### src/rtl/spi_pkg.sv
// Shared constants for the SPI byte shifter slice.
//   - default sclk half-periods per speed code
//   - CRC16-CCITT generator polynomial
//   - shifter state encoding and speed code names
package spi_pkg;

   localparam int HALF0_DEF = 16;   // init rate, ~221 kHz at 7.09 MHz clk
   localparam int HALF1_DEF = 4;
   localparam int HALF2_DEF = 2;
   localparam int HALF3_DEF = 1;

   localparam logic [15:0] CRC_POLY = 16'h1021;

   localparam logic [1:0] ST_IDLE = 2'd0;
   localparam logic [1:0] ST_LOW  = 2'd1;
   localparam logic [1:0] ST_HIGH = 2'd2;

   localparam logic [1:0] SPD_INIT  = 2'd0;
   localparam logic [1:0] SPD_SLOW  = 2'd1;
   localparam logic [1:0] SPD_FAST  = 2'd2;
   localparam logic [1:0] SPD_FULL  = 2'd3;

endpackage

### src/rtl/spi_byte_shifter_if.sv
// Register-front-end side of the byte shifter.
//   master : front end (drives strobes/data, reads result/busy/crc)
//   slave  : shifter
interface spi_byte_shifter_if;
   logic        start_write;
   logic        start_read;
   logic [7:0]  shift_in;
   logic [7:0]  shift_out;
   logic [1:0]  speed;
   logic        crc_reset;
   logic        crc_source;
   logic [15:0] crc_out;
   logic        busy;

   modport master (
      output start_write, start_read, shift_in, speed, crc_reset, crc_source,
      input  shift_out, crc_out, busy
   );

   modport slave (
      input  start_write, start_read, shift_in, speed, crc_reset, crc_source,
      output shift_out, crc_out, busy
   );
endinterface

### src/rtl/crc16_serial.sv
// Bit-serial CRC16, MSB-first, init 0, no reflection, no final XOR.
//   clk, rst : clock, async active-high reset (clears crc)
//   clr      : synchronous clear, wins over en
//   en       : advance one bit
//   bit_in   : data bit
//   crc      : current remainder
module crc16_serial
   import spi_pkg::*;
#(
   parameter logic [15:0] POLY = CRC_POLY
) (
   input  logic        clk,
   input  logic        rst,
   input  logic        clr,
   input  logic        en,
   input  logic        bit_in,
   output logic [15:0] crc
);

   always_ff @(posedge clk or posedge rst) begin
      if (rst)
         crc <= 16'h0000;
      else if (clr)
         crc <= 16'h0000;
      else if (en)
         crc <= {crc[14:0], 1'b0} ^ ((crc[15] ^ bit_in) ? POLY : 16'h0000);
   end

endmodule

### src/rtl/spi_byte_shifter.sv
// SPI mode-0 master byte shifter behind the 68k register front end.
//   clk, rst : shifter clock, async active-high reset
//   bus      : strobes, tx/rx byte, speed, CRC control/result, busy
//   miso     : serial in, sampled on the sclk rising edge
//   mosi     : serial out, MSB first, idles high
//   sclk     : serial clock, idles low
// One byte takes 16*half clk cycles; half is latched from speed at start.
module spi_byte_shifter
   import spi_pkg::*;
#(
   parameter int          HALF0 = HALF0_DEF,
   parameter int          HALF1 = HALF1_DEF,
   parameter int          HALF2 = HALF2_DEF,
   parameter int          HALF3 = HALF3_DEF,
   parameter logic [15:0] POLY  = CRC_POLY
) (
   input  logic              clk,
   input  logic              rst,
   spi_byte_shifter_if.slave bus,
   input  logic              miso,
   output logic              mosi,
   output logic              sclk
);

   logic [1:0] state;
   logic [4:0] half;
   logic [4:0] half_sel;
   logic [4:0] cnt;
   logic [2:0] bitcnt;
   logic [7:0] tx;
   logic [7:0] rx;
   logic [7:0] shift_out_q;
   logic       busy_q;
   logic       start;
   logic       crc_en;

   always_comb begin
      half_sel = 5'(HALF0);
      case (bus.speed)
         SPD_INIT: half_sel = 5'(HALF0);
         SPD_SLOW: half_sel = 5'(HALF1);
         SPD_FAST: half_sel = 5'(HALF2);
         SPD_FULL: half_sel = 5'(HALF3);
         default:  half_sel = 5'(HALF0);
      endcase
   end

   assign start  = (state == ST_IDLE) && (bus.start_write || bus.start_read);
   // miso sampling edge is also the CRC step; mosi is the registered bit on the wire
   assign crc_en = (state == ST_LOW) && (cnt == 5'd0);

   // tx is shifted left each bit so tx[7] is always the bit on mosi
   always_ff @(posedge clk or posedge rst) begin
      if (rst) begin
         state       <= ST_IDLE;
         sclk        <= 1'b0;
         mosi        <= 1'b1;
         busy_q      <= 1'b0;
         shift_out_q <= 8'hFF;
         tx          <= 8'hFF;
         rx          <= 8'h00;
         cnt         <= 5'd0;
         bitcnt      <= 3'd0;
         half        <= 5'(HALF0);
      end else begin
         case (state)
            ST_IDLE: begin
               if (start) begin
                  busy_q <= 1'b1;
                  half   <= half_sel;
                  tx     <= bus.start_write ? bus.shift_in : 8'hFF;
                  mosi   <= bus.start_write ? bus.shift_in[7] : 1'b1;
                  bitcnt <= 3'd7;
                  cnt    <= half_sel - 5'd1;
                  state  <= ST_LOW;
               end
            end
            ST_LOW: begin
               if (cnt == 5'd0) begin
                  sclk  <= 1'b1;
                  rx    <= {rx[6:0], miso};
                  cnt   <= half - 5'd1;
                  state <= ST_HIGH;
               end else begin
                  cnt <= cnt - 5'd1;
               end
            end
            ST_HIGH: begin
               if (cnt == 5'd0) begin
                  sclk <= 1'b0;
                  if (bitcnt == 3'd0) begin
                     shift_out_q <= rx;
                     busy_q      <= 1'b0;
                     mosi        <= 1'b1;
                     state       <= ST_IDLE;
                  end else begin
                     bitcnt <= bitcnt - 3'd1;
                     tx     <= {tx[6:0], 1'b1};
                     mosi   <= tx[6];
                     cnt    <= half - 5'd1;
                     state  <= ST_LOW;
                  end
               end else begin
                  cnt <= cnt - 5'd1;
               end
            end
            default: state <= ST_IDLE;
         endcase
      end
   end

   crc16_serial #(.POLY(POLY)) u_crc (
      .clk    (clk),
      .rst    (rst),
      .clr    (bus.crc_reset),
      .en     (crc_en),
      .bit_in (bus.crc_source ? miso : mosi),
      .crc    (bus.crc_out)
   );

   assign bus.shift_out = shift_out_q;
   assign bus.busy      = busy_q;

endmodule

### src/flat_wrapper.sv
// flat-port wrapper written by rule: the top's interface ports become plain ports
module spi_byte_shifter_flat import spi_pkg::*;
#(
   parameter int          HALF0 = HALF0_DEF,
   parameter int          HALF1 = HALF1_DEF,
   parameter int          HALF2 = HALF2_DEF,
   parameter int          HALF3 = HALF3_DEF,
   parameter logic [15:0] POLY  = CRC_POLY
)
  (clk, rst, miso, mosi, sclk, bus_start_write, bus_start_read, bus_shift_in, bus_speed, bus_crc_reset, bus_crc_source, bus_shift_out, bus_crc_out, bus_busy);
  spi_byte_shifter_if bus_i ();
  input  logic clk;
  input  logic rst;
  input  logic miso;
  output logic mosi;
  output logic sclk;
  input wire logic [$bits(bus_i.start_write)-1:0] bus_start_write;
  input wire logic [$bits(bus_i.start_read)-1:0] bus_start_read;
  input wire logic [$bits(bus_i.shift_in)-1:0] bus_shift_in;
  input wire logic [$bits(bus_i.speed)-1:0] bus_speed;
  input wire logic [$bits(bus_i.crc_reset)-1:0] bus_crc_reset;
  input wire logic [$bits(bus_i.crc_source)-1:0] bus_crc_source;
  output wire logic [$bits(bus_i.shift_out)-1:0] bus_shift_out;
  output wire logic [$bits(bus_i.crc_out)-1:0] bus_crc_out;
  output wire logic [$bits(bus_i.busy)-1:0] bus_busy;
  assign bus_i.start_write = bus_start_write;
  assign bus_i.start_read = bus_start_read;
  assign bus_i.shift_in = bus_shift_in;
  assign bus_i.speed = bus_speed;
  assign bus_i.crc_reset = bus_crc_reset;
  assign bus_i.crc_source = bus_crc_source;
  assign bus_shift_out = bus_i.shift_out;
  assign bus_crc_out = bus_i.crc_out;
  assign bus_busy = bus_i.busy;
  spi_byte_shifter #(.HALF0(HALF0), .HALF1(HALF1), .HALF2(HALF2), .HALF3(HALF3), .POLY(POLY)) u_core (.clk(clk), .rst(rst), .bus(bus_i), .miso(miso), .mosi(mosi), .sclk(sclk));
endmodule
### config.mk
export PLATFORM = sky130hd
export DESIGN_NAME = spi_byte_shifter_flat
export DESIGN_NICKNAME = d
export VERILOG_FILES = /design/src/rtl/spi_pkg.sv /design/src/rtl/spi_byte_shifter_if.sv /design/src/rtl/crc16_serial.sv /design/src/rtl/spi_byte_shifter.sv /design/src/flat_wrapper.sv
export SDC_FILE = /design/constraint.sdc
export NUM_CORES = 1
export LEC_CHECK = 0
export ABC_AREA = 1
export ABC_CLOCK_PERIOD_IN_PS = 2000
export CORE_MARGIN = 4
export CORE_UTILIZATION = 30
export CTS_CLUSTER_SIZE = 20
export DETAILED_ROUTE_END_ITERATION = 7
export PLACE_DENSITY = 0.53
export SYNTH_ARGS = -nofsm -noshare
export SYNTH_HDL_FRONTEND = slang
export SYNTH_SLANG_ARGS = --single-unit
### constraint.sdc
create_clock -name clk -period 2 [get_ports clk]
set_input_delay 0.4 -clock clk [delete_from_list [all_inputs] [get_ports clk]]
set_output_delay 0.4 -clock clk [all_outputs]
set_load 0.005 [all_outputs]
Yosys cells after proc, flatten, opt, wreduce, memory -nomap -nowiden
Cells that the tools add are included.

word-level totals
  input port bits = 17
  output and inout port bits = 27
  register bits = 57
  word-level logic and storage cells = 84

operators by class
  bitwise gates (word level) = 2
  mux-type cells = 36
  eq/ne operators = 11
  reductions and logical operators = 20
  add/sub/neg operators = 4

operators by type and width
  kind                   count
  $mux W16               2
  $mux W7                4
  $mux W5                4
  $pmux W5 S4            1
  $xor A16 B13 Y16       1
  $pmux W5 S3            1
  $reduce_and A3 Y1      5
  $sub A5 B1 Y5 const B  3
  $pmux W7 S2            1
  $mux W13               1
  $mux W1                11
  $mux W3                3
  $reduce_and A4 Y1      2
  $eq A2 B2 Y1 const B   3
  $mux W2                3
  $ne A2 B1 Y1 const B   3
  $pmux W1 S2            3
  $pmux W2 S3            1
  $pmux W3 S2            1
  $reduce_bool A2 Y1     3
  $logic_not A5 Y1       1
  $eq A2 B1 Y1 const B   2
  $logic_not A2 Y1       2
  $ne A2 B2 Y1 const B   2
  other kinds (8)        10

Longest topological paths before layout
  depth in word-level cells = 6
  gate-level depth with buffers = 13
  mapped depth without buffers = 13

By module
A second synthesis with hierarchy kept.

second synthesis, totals
  cells, all modules = 310
  area total of the unflattened synthesis = 2777.7 µm²

modules (own cells, without submodules)
  module            cells an instance  instances  sequential area each (µm²)  area each (µm²)
  spi_byte_shifter  239                1          1022.2                      2102.0
  crc16_serial      71                 1          400.4                       675.6

Worst setup path before layout
Ideal clock, no wire load.

  path kind = reg-to-reg
  from = register u_core.state[0]
  to = register u_core.cnt[4]
  data required time = 1.883 ns
  library setup time = 0.117 ns
  stages on the path, launching flop included = 12
  arrival = 1.528 ns
  period minus slack after synthesis = 1.646 ns
  buffers on the path = 0
  setup slack = 0.354 ns
  cells stage by stage = dfrtp_1 -> inv_1 -> ha_1 -> inv_1 -> nor2_1 -> o21ai_0 -> nand2_1 -> ha_1 -> nand3_1 -> nand2_1 -> nand3_1 -> nand2_1

on the way
  longest elaborated chain between the ends = 4
  elaborated cells on any way between the ends = 9
  those cells by class = eq/ne: 4; mux: 1; reduce/logical: 4

RTL lines
  item                                line                                            source
  from (decl)                         spi_byte_shifter.sv:25                          logic [1:0] state;
  from (signal assigned)              spi_byte_shifter.sv:55                          state <= ST_IDLE;
  from (signal assigned)              spi_byte_shifter.sv:75                          state <= ST_LOW;
  from (signal assigned)              spi_byte_shifter.sv:83                          state <= ST_HIGH;
  $logic_not A2 Y1                    spi_byte_shifter.sv:48, spi_byte_shifter.sv:66
  $logic_and A1 B1 Y1                 spi_byte_shifter.sv:48                          assign start = (state == ST_IDLE) && (bus.start_write || bus.start_read);
  $ne A2 B1 Y1 (no source line)       -
  $reduce_and A3 Y1 (no source line)  -
  to (signal assigned)                spi_byte_shifter.sv:74                          cnt <= half_sel - 5'd1;
  to (signal assigned)                spi_byte_shifter.sv:82                          cnt <= half - 5'd1;
  to (signal assigned)                spi_byte_shifter.sv:85                          cnt <= cnt - 5'd1;
  to (decl)                           spi_byte_shifter.sv:28                          logic [4:0] cnt;

Parallel ways exist; a longest one is shown, timed or not.
A chain may end at the register's enable or synchronous reset.

Final worst setup path
  from = register u_core.state[0]
  to = register u_core.cnt[3]

The elaborated chain is that of the path after synthesis.

==> metrics.yaml <==
status: "finished clean"
max_stage_delay_ns: 0.42
synthCells: 296
crit_fanout: 16
final_util: 0.3881
vias: 2050
p_leak_nw: 1.463
cts_tree: "yes"
rsz0062_at_grt: "false"
crit_slowest_cell: "dfrtp_1"
nets: 373
crit_type: "reg -> reg"
synth_top_area_frac: 0.3645
crit_family: "simple AND/OR/NAND/NOR gates"
io_buffers: 43
synth-seq-cells: 56
fp-row-count: 34
drv_cap: 0
drtAntennaViolNets: 0
tightest_slew_ns: 0.5258
hpwl_um: 4020
grt-ovfl-total: 0
internal_power_mw: 2.411
antenna_found_initial: 0
grt_usage: 0.1159
power.density_mw_per_mm2: 1182
start_util: 0.3070
cts_buffers: 5
cts_hold_buf: 0
syn_nets: 320
synthTopCellsByCount: "69 x nand2_1, 53 x inv_1, 39 x dfrtp_1"
htreeDepth: 2
via_per_inst: 4.476
routed_wl_um: 5784
p_switching_mw: 1.590
grt_max_degree: 57
synth_seq_area_share: 0.5313
yosysTopAreaCell: "dfrtp_1"
pwr-share-seq: 0.413
cts.sinks: 56
finalCriticalPeriod_ns: 1.767
num_io_pins: 44
synthToLayoutAreaGrowth_pct: 26.40
clock_skew_ns: 0.007485
wl_per_cell_um: 12.63
synth_edf_count: 0
cp.buffers_inverters: 5
maxSlewHeadroom: 0.6482
synth_area_mm2: 0.002678
ys_types: 31
antenna_cells: 0
cp.arrival_ns: 1.97
die_w_um: 102.5
path_cells: "inv_1, ha_2, inv_1, nor2_4, inv_1, nor2_4, inv_4, nand2_4, inv_2, nand2_1, nor2_1, nand2_1, nand2_1"
placed_area_mm2: 0.003259
insertion_delay_ns: 0.31
async_reset_ff_frac: 1.000
clockBufferDepth: 2
core-area_mm2: 0.008721
cts_root_buffer: "clkbuf_8"
hold_viol: 0
finalMaxSlewViolations: 0
grt_pass1_vias: 2028
clkPwrFrac: 0.163
drt_iter0_drc: 56
dieHeight_um: 102.5
layoutNonFillerInstCount: 458
synth_area_leaders: "dfrtp_1 36%, dfstp_2 17%, nand2_1 9.7%, inv_1 7.4%, o22ai_1 4.0%"
endpoint_kind: "flip-flop"
finalSetupViolations: 0
required_ns: 2.20
p_total_mw: 4.001
synth_area_per_cell_um2: 9.046
drive_gt1_frac: 0.1714
n_fill_cell: 866
min_period_over_period: 0.8834
whs_ns: 0.4592
dieArea_mm2: 0.01050
fmax_mhz: 566.0
ys.flop_type: "dfrtp_1"
design_area_mm2: 0.003385
gp_congestion: 0.8159
yosysWarnings: 0
firstDrtPassIters: 4
crit_path_start_kind: "flip-flop"
hold_path_class: "in -> async"
clk_pin_slew_ns: 0.10
grt_pass1_wl_um: 9694
share_comb_of_total_power: 0.424
placed_cells: 448
switching_share: 0.3974
yosys.cell_count.top_type: "nand2_1"
vdd_ir_drop_max_mv: 0.3756
drc: 0
[through the flow]
step	setup WS (ns)	setup TNS, ns
4_1_cts	-0.02976	-0.1071
3_5_place_dp	-0.1079	-0.8437
6_report	0.2332	0
5_1_grt	0.02335	0
3_3_place_gp	-0.05654	-0.4066
2_1_floorplan	0.2569	0
[routing by layer]
layer  vias to the layer above  wire length (um)  global-route usage
met5                         -                 0                   0
met3                         4               232             0.02867
li1                       1057                 -                   -
met2                        32              2659              0.1872
met4                         0                35             0.02725
met1                       957              2856              0.1567
[cell type report]
class | count | area (um^2) | share of cell area
multi-input combinational | 178 | 1012 | 0.2991
timing repair buffer | 52 | 510.5 | 0.1508
inverter | 56 | 212.7 | 0.06285
sequential | 56 | 1423 | 0.4203
clock inverter | 3 | 22.52 | 0.006654
tap | 108 | 135.1 | 0.03993
clock buffer | 5 | 68.82 | 0.02033
[power by group through the flow]
stage          Combinational [mW]  Clock (mW)  Sequential [mW]
2_1_floorplan                1.32           0             1.64
3_3_place_gp                 1.63           0             1.67
3_5_place_dp                 1.64           0             1.67
4_1_cts                      1.66       0.677             1.66
5_1_grt                      1.96       0.720             1.69
6_report                     1.70       0.651             1.65
[logic make-up after synthesis]
logic type               count (synthesis)  share of synthesized area
AND/OR/NAND/NOR                        102                     0.1785
AO/OA/AOI/OAI                           66                     0.1514
buffers and inverters                   63                    0.09953
flip-flops                              56                     0.5313
adder cells (fa/ha/maj)                  7                    0.03271
XOR/XNOR                                 2                   0.006543
[flip-flops by register name (all words and copies together), names as in the netlist]
| name | count |
|---|---|
| u_core.tx | 7 |
| u_core.rx | 8 |
| u_core.state | 2 |
| u_core.bus.busy | 1 |
| u_core.sclk | 1 |
| u_core.u_crc.crc | 16 |
| u_core.half | 4 |
| u_core.mosi | 1 |
| u_core.bus.shift_out | 8 |
| u_core.bitcnt | 3 |
| u_core.cnt | 5 |
[cells in the final DEF (no fill, tap or decap)]
cell type	n
a21oi_1	4
buf_12	1
buf_4	8
clkbuf_8	5
clkdlybuf4s50_1	43
clkinv_2	1
clkinv_4	1
dfrtp_1	39
dfstp_2	17
ha_1	6
ha_2	1
inv_1	51
inv_2	4
inv_4	1
inv_6	1
nand2_1	69
nand2_2	4
nand2_4	1
nand3_1	6
nand3_4	1
nand4_1	4
nor2_1	10
nor2_4	5
nor3_1	1
nor3_4	2
o211ai_1	6
o21ai_0	20
o21ai_1	8
o21ai_2	6
o21bai_1	1
o221ai_1	1
o22a_2	1
o22ai_1	17
o31ai_1	2
xnor2_1	1
xor2_1	1
[worst min-delay path, delay by kind of cell]
| family | cells | cell delay [ns] |
|---|---|---|
| buf+inv | 3 | 0.75 |
[final timing paths]
check / from / endpoint / slack [ns] / cells after the start
max reg2reg: u_core.state[0] / u_core.cnt[3] / 0.23 / 13
min: rst / u_core.bitcnt[1] / 0.46 / 3
min reg2reg: u_core.bus.shift_out[7] / u_core.bus.shift_out[7] / 0.47 / 2
max: u_core.state[0] / u_core.cnt[3] / 0.23 / 13
min in group clk: u_core.bus.shift_out[7] / u_core.bus.shift_out[7] / 0.47 / 2
max in group asynchronous: rst / u_core.bus.shift_out[2] / 1.25 / 3
[what timing repair did]
action | in CTS | in global routing
resized for setup | 0 | 6
pin swaps | 2 | 2
gates cloned | 0 | 1
buffers inserted | 0 | 1
setup endpoints to repair | 8 | 14
No activity file was read; power rests on OpenSTA's default activity.
